$ cat src/rtl/rom_bus_arbiter.sv
// Round-robin arbiter sharing one combinational ROM port between instruction fetch and load/store.
// Optional address window checking (if_err/ls_err) is enabled by defining ROM_BUS_ARB_RANGE_CHECK_EN.
module rom_bus_arbiter #(
  parameter int                ADDR_W    = 64,
  parameter int                DATA_W    = 64,
  parameter logic [ADDR_W-1:0] ROM_START = '0,
  parameter int                ROM_SIZE  = 256
) (
  input  logic              HCLK,
  input  logic              HRESET,
  input  logic              if_req,
  input  logic [ADDR_W-1:0] if_addr,
  output logic              if_ready,
  output logic [DATA_W-1:0] if_rdata,
  input  logic              ls_req,
  input  logic              ls_write,
  input  logic [ADDR_W-1:0] ls_addr,
  input  logic [DATA_W-1:0] ls_wdata,
  output logic              ls_ready,
  output logic [DATA_W-1:0] ls_rdata,
`ifdef ROM_BUS_ARB_RANGE_CHECK_EN
  output logic              if_err,
  output logic              ls_err,
`endif
  output logic [ADDR_W-1:0] HADDR,
  output logic [DATA_W-1:0] HWDATA,
  output logic              HWRITE,
  input  logic [DATA_W-1:0] HRDATA,
  output logic              busy
);

  typedef enum logic [1:0] {
    ST_IDLE   = 2'd0,
    ST_ACCESS = 2'd1,
    ST_RESP   = 2'd2
  } state_t;

  state_t            state_q, state_d;
  logic              last_ls_q, last_ls_d;   // 1 = LS was granted last
  logic              owner_q, owner_d;       // 1 = LS owns the current transaction
  logic [ADDR_W-1:0] addr_q, addr_d;
  logic              write_q, write_d;
  logic [DATA_W-1:0] wdata_q, wdata_d;
  logic [DATA_W-1:0] if_rdata_q, if_rdata_d;
  logic [DATA_W-1:0] ls_rdata_q, ls_rdata_d;
  logic              grant_ls;
  logic [ADDR_W-1:0] grant_addr;

  // A tie goes to whoever did not win last time.
  assign grant_ls   = ls_req && (!if_req || !last_ls_q);
  assign grant_addr = grant_ls ? ls_addr : if_addr;

`ifdef ROM_BUS_ARB_RANGE_CHECK_EN
  localparam logic [ADDR_W-1:0] ROM_LAST = ROM_START + ADDR_W'(ROM_SIZE - 5);
  logic err_q, err_d;
  logic grant_in_range;
  assign grant_in_range = (grant_addr >= ROM_START) && (grant_addr <= ROM_LAST);
`endif

  always_comb begin
    state_d    = state_q;
    last_ls_d  = last_ls_q;
    owner_d    = owner_q;
    addr_d     = addr_q;
    write_d    = write_q;
    wdata_d    = wdata_q;
    if_rdata_d = if_rdata_q;
    ls_rdata_d = ls_rdata_q;
`ifdef ROM_BUS_ARB_RANGE_CHECK_EN
    err_d      = err_q;
`endif
    case (state_q)
      ST_IDLE: begin
        if (if_req || ls_req) begin
          owner_d   = grant_ls;
          last_ls_d = grant_ls;
          addr_d    = grant_addr;
          write_d   = grant_ls && ls_write;
          wdata_d   = grant_ls ? ls_wdata : '0;
          state_d   = ST_ACCESS;
`ifdef ROM_BUS_ARB_RANGE_CHECK_EN
          err_d = 1'b0;
          if (!grant_in_range) begin
            // Illegal address: never touch memory, answer with an error instead.
            err_d   = 1'b1;
            write_d = 1'b0;
            state_d = ST_RESP;
          end
`endif
        end
      end
      ST_ACCESS: begin
        if (!write_q) begin
          if (owner_q) ls_rdata_d = HRDATA;
          else         if_rdata_d = HRDATA;
        end
        state_d = ST_RESP;
      end
      ST_RESP: state_d = ST_IDLE;
      default: state_d = ST_IDLE;
    endcase
  end

  always_ff @(posedge HCLK) begin
    if (HRESET) begin
      state_q    <= ST_IDLE;
      last_ls_q  <= 1'b0;
      owner_q    <= 1'b0;
      addr_q     <= '0;
      write_q    <= 1'b0;
      wdata_q    <= '0;
      if_rdata_q <= '0;
      ls_rdata_q <= '0;
`ifdef ROM_BUS_ARB_RANGE_CHECK_EN
      err_q      <= 1'b0;
`endif
    end else begin
      state_q    <= state_d;
      last_ls_q  <= last_ls_d;
      owner_q    <= owner_d;
      addr_q     <= addr_d;
      write_q    <= write_d;
      wdata_q    <= wdata_d;
      if_rdata_q <= if_rdata_d;
      ls_rdata_q <= ls_rdata_d;
`ifdef ROM_BUS_ARB_RANGE_CHECK_EN
      err_q      <= err_d;
`endif
    end
  end

  // Bus outputs are gated by state so they are quiet everywhere except ACCESS.
  assign HADDR    = (state_q == ST_ACCESS) ? addr_q : '0;
  assign HWRITE   = (state_q == ST_ACCESS) && write_q;
  assign HWDATA   = HWRITE ? wdata_q : '0;
  assign busy     = (state_q != ST_IDLE);
  assign if_ready = (state_q == ST_RESP) && !owner_q;
  assign ls_ready = (state_q == ST_RESP) && owner_q;
  assign if_rdata = if_rdata_q;
  assign ls_rdata = ls_rdata_q;
`ifdef ROM_BUS_ARB_RANGE_CHECK_EN
  assign if_err   = if_ready && err_q;
  assign ls_err   = ls_ready && err_q;
`endif

endmodule

$ cat config.mk
export PLATFORM = sky130hd
export DESIGN_NAME = rom_bus_arbiter
export DESIGN_NICKNAME = d
export VERILOG_FILES = /design/src/rtl/rom_bus_arbiter.sv
export SDC_FILE = /design/constraint.sdc
export NUM_CORES = 1
export LEC_CHECK = 0
export ABC_AREA = 1
export BUFFER_PORTS_ARGS = -buffer_cell sky130_fd_sc_hd__buf_2
export CAP_MARGIN = 25
export CORE_AREA = 3 3 199 201
export DETAILED_ROUTE_END_ITERATION = 16
export DIE_AREA = 0 0 202 204
export GPL_TIMING_DRIVEN = 0
export HOLD_SLACK_MARGIN = 0.1
export SLEW_MARGIN = 40
export SYNTH_ARGS = -nofsm -noshare
export SYNTH_HDL_FRONTEND = slang
export SYNTH_SLANG_ARGS = --single-unit
export TNS_END_PERCENT = 1
$ cat constraint.sdc
create_clock -name HCLK -period 1.2 [get_ports HCLK]
set_input_delay 0.18 -clock HCLK [delete_from_list [all_inputs] [get_ports HCLK]]
set_output_delay 0.18 -clock HCLK [all_outputs]
set_load 0.05 [all_outputs]
* After elaboration in Yosys (flattened, before gate mapping)
Index checks and enable logic that the tools add are counted.
W data, S select, Z words.
** Operators by class
- Equality and inequality tests :: 3
- Muxes and demuxes :: 6
- Bitwise gates (word level) :: 2
- Reduce and logical (&&, ||, !) cells :: 14
** Operators with widths (number)
- $mux W64 :: 4
- $reduce_and A3 Y1 :: 2
- $logic_and A1 B1 Y1 :: 5
- $pmux W2 S2 :: 1
- $eq A2 B1 Y1 const B :: 1
- $eq A2 B2 Y1 const B :: 1
- $logic_not A1 Y1 :: 2
- $logic_not A2 Y1 :: 1
- $logic_or A1 B1 Y1 :: 2
- $mux W2 :: 1
- $ne A2 B2 Y1 const B :: 1
- $not A1 Y1 :: 2
- $reduce_and A2 Y1 :: 1
- $reduce_bool A2 Y1 :: 1
** Word-level totals
- Register bits after elaboration :: 260
- Input port bits :: 261
- Output and inout port bits :: 260
- Logic and storage cells :: 32

* Longest topological paths before layout
- Depth in word-level cells :: 4
- Mapped depth :: 9
- Gate-level depth less buffers :: 6

* Worst setup path after synthesis
OpenSTA, ideal clock, no wires.
- Path kind :: register -> output
- Start point :: register state_q[1]
- End point :: output HWDATA[54]
- Arrival :: 1557 ps
- Data required time :: 1020 ps
- Path slack :: -537 ps
- Stages on the path, launching flop included :: 8
- Path buffers :: 2
- Cells stage by stage :: dfxtp_1 > inv_1 > nand2_1 > inv_2 > nand2_1 > buf_2 > buf_2 > nor2_1
** Between the ends
- Word-level cells in the longest chain between the ends :: 3
** RTL lines
- start: declaration :: line 38 : state_t state_q, state_d;
- start signal: assignment :: line 118 : state_q <= state_d;
- $eq A2 B1 Y1 :: line 134 : assign HWRITE = (state_q == ST_ACCESS) && write_q;
- $logic_and A1 B1 Y1 :: line 134
- $mux W64 :: line 135 : assign HWDATA = HWRITE ? wdata_q : '0;
- end: declaration :: line 26 : output logic [DATA_W-1:0] HWDATA,
No other way between the ends.

* Worst setup path after layout
- Start point :: register state_q[1]
- End point :: output HWDATA[48]
The elaborated chain is that of the path after synthesis.

==> flow_summary_export.csv <==
group,metric,value,unit
timing,slew_headroom,49.1,%
timing,setup_viol_count_final,519,
timing,rsz0062_at_grt,"true",
placed_design,dp_cells,2946,
die,start_util,32.7,%
detailed_routing,drtPass1Iterations,6,
timing,clock_skew,16.9,ps
min_path,hold_class,"in2reg",
yosys,synth_cell_types,19,
die,coreArea,0.0378,sq mm
run_status,status,"complete, but fails checks",
detailed_routing,viasPerCell,4.78,
die,num_rows,71,
run,cap_violations,0,
pwr,p_leak,10.1,nW
clock_tree,clock_sinks,260,
layout,layout.cells.non_filler,3264,
clock_tree,clockRootBuffer,"clkbuf_16",
placed_design,globalplace.congestion,0.889,
yosys,synthTopCellsByArea,"dfxtp_1 (42%), nand2_1 (14%), nor2_1 (14%), inv_1 (6.1%), a21oi_1 (5.3%)",
global_route,grt_pass1_wl,82.6,mm
setup_path,worstPathCellList,"inv_2, nand2_4, inv_4, nand2_4, buf_12, buf_8, nor2_2, buf_6",
setup_path,worstPathArrival,1840,ps
setup_path,worstPathMaxFanout,10,
clock_tree,cts_made_buffers,29,
yosys,synth_top_area_share,42.2,%
timing,post-route-worst-setup-slack,-823,ps
setup_path,timing.critical_path.to_type,"primary output",
yosys,synth_cells,1917,
yosys,synth-seq-cells,260,
detailed_routing,wl_per_cell,17.2,microns
layout,fin_area,0.0222,sq mm
timing,worstMarginPinSlew,764,ps
placed_design,dp_hpwl,37.9,mm
yosys,avgSynthCellArea,6.44,sq um
die,io_pins,521,
pwr,clockPowerShare,34.3,%
layout,drive_above_1_share,34.5,%
timing,final_hold_viol_count,0,
layout,fin_nets,2991,
clock_tree,cts_buffer_depth,3,
timing,finalCriticalPeriod,2020,ps
global_route,grt_max_degree,15,
global_route,grt_overflow,0,
die,fp.dieArea,0.0412,sq mm
global_route,grt.total_usage,24.7,%
detailed_routing,via_count,15600,
detailed_routing,ant_nets,0,
global_route,grt_pass1_vias,15700,
run_status,violations,"setup timing",
clock_tree,cts_tree,"built",
placed_design,pre_cts_slack,-684,ps
pwr,power_frac_seq,36.9,%
setup_path,max_stage_delay,330,ps
yosys,yosysWarnings,0,
global_route,antenna_found_initial,0,
setup_path,cp.required,1020,ps
yosys,netlist_area,0.0123,sq mm
placed_design,postPlaceCellArea,0.0159,sq mm
pwr,ir_drop,1.03,mV
setup_path,critPathSlowestCell,"dfxtp_2",
pwr,p_per_area,1200,mW/mm^2
detailed_routing,drt_iter0_drc,780,
yosys,synth_top_area_cell,"dfxtp_1",
pwr,p_sw,8.79,mW
pwr,p_comb_share,28.8,%
pwr,p_int,17.9,mW
layout,area_delta_synth_final,79.8,%
detailed_routing,routed_wl,56.0,mm
setup_path,cp-start-kind,"flop",
timing,max_freq,494,MHz
setup_path,path_class,"reg2out",
clock_tree,clk_pin_slew,60,ps
die,fp.dieW,202,microns
timing,final_max_slew_viol_count,0,
timing,min_period_over_period,169,%
detailed_routing,drc,0,
pwr,p_total,26.6,mW
pwr,sw_frac_of_total,33.0,%
placed_design,port_buffers,518,
clock_tree,worstSkewPairLatency,570,ps
clock_tree,h-tree-depth,1,
die,die_h,204,microns
setup_path,crit_top_cell,"nand2_4",
yosys,syn_nets,2178,
yosys,synth_seq_area_share,42.2,%
==> sequential cells by signal (all words and copies together), names as in the netlist <==
name / flops
owner_q: 1
ls_rdata: 64
state_q: 2
if_rdata: 64
wdata_q: 64
addr_q: 64
write_q: 1
==> final timing paths <==
check              start          end  slack (ps)  depth (start not counted)
max           state_q[1]   HWDATA[48]        -820                          8
min reg2reg  wdata_q[60]  wdata_q[60]         470                          2
min               HRESET   wdata_q[4]         220                          3
max reg2reg   state_q[1]  wdata_q[22]        -470                          5
==> routing by layer <==
| layer | track usage [%] | routed length (microns) | vias to the layer above | part of all wire [%] |
|---|---|---|---|---|
| met5 | 0 | 0 | - | 0 |
| met4 | 10.5 | 2870 | 0 | 5.1 |
| met3 | 4.91 | 4080 | 211 | 7.3 |
| met2 | 45.2 | 27800 | 764 | 50 |
| met1 | 28.0 | 21300 | 7089 | 38 |
| li1 | - | - | 7554 | - |
==> synthesized netlist by cell type <==
library cell    n
nand4_1        65
inv_1         199
inv_2           1
buf_2          76
dfxtp_1       260
a21boi_0       48
and3_1          1
clkbuf_1       49
nand3_1       129
nor2_2          2
buf_1           8
a21boi_1       16
nand2_1       456
buf_6           1
buf_4          21
nand2_2         1
nor2_1        453
nor3_1          1
a21oi_1       130
==> through the flow <==
stage / utilization (%) / setup TNS [ps] / hold WS [ps]
2_1_floorplan: - / -52400 / 348
3_3_place_gp: 42.0 / -155950 / 452
3_5_place_dp: 42.0 / -163380 / 455
4_1_cts: 56.3 / -180050 / 187
5_1_grt: 58.8 / -211420 / 231
6_report: 58.8 / -175490 / 222
==> worst max-delay path: cells and delay by family (launching register included) <==
family,cells,cell delay [ps]
and+or+nand+nor,3,290
buffers and inverters,5,640
DFF,1,330
==> cell families (layout without fill, tap and decap cells) <==
kind of cell           Yosys count  count (layout)  share of synthesized area, %
other                            0               2                             0
AND/OR/NAND/NOR               1108            1108                          36.4
AO/OA/AOI/OAI                  194             194                          9.16
flip-flops                     260             260                          42.2
buffers and inverters          355            1189                          12.3
==> cell usage in the layout (no fill, tap or decap), types with 5 or more instances in the layout <==
master,Yosys,final
clkbuf_2,0,10
clkinv_2,0,6
a21boi_1,16,16
nor2_1,453,325
clkbuf_8,0,5
buf_2,76,301
nand4_1,65,65
buf_12,0,5
dfxtp_1,260,129
a21oi_1,130,130
buf_6,1,118
nand3_1,129,129
inv_1,199,198
buf_1,8,6
nor2_4,0,40
dfxtp_4,0,8
buf_8,0,133
nor2_2,2,90
dlygate4sd3_1,0,257
nand2_1,456,453
clkbuf_1,49,43
a21boi_0,48,48
buf_4,21,67
dfxtp_2,0,123
clkbuf_16,0,31
==> power groups by stage <==
stage,sequential (mW),combinational [mW],clock (mW)
5_1_grt,9.90,8.24,9.59
6_report,9.84,7.67,9.13
2_1_floorplan,10.8,3.13,0
3_5_place_dp,9.83,5.90,0
3_3_place_gp,9.81,5.86,0
4_1_cts,9.77,7.24,9.28
==> what timing repair did <==
action                                  4_1_cts  5_1_grt
setup buffers                                 1        4
gates cloned                                  0        2
hold endpoints to repair                    257        0
resized for setup                           636      339
pin swaps                                     1        2
hold buffers                                257        0
endpoints found under the setup margin      519      519
==> area by class of cell <==
cell class	count	area [sq um]
multi-input combinational	1302	6170
sequential	260	5390
buffer	155	982
clock buffer	41	821
antenna	2	5.00
clock inverter	11	136
fill	3263	15600
inverter	200	753
timing repair buffer	782	7300
tap	511	639
(Power assumes the default switching activity.)
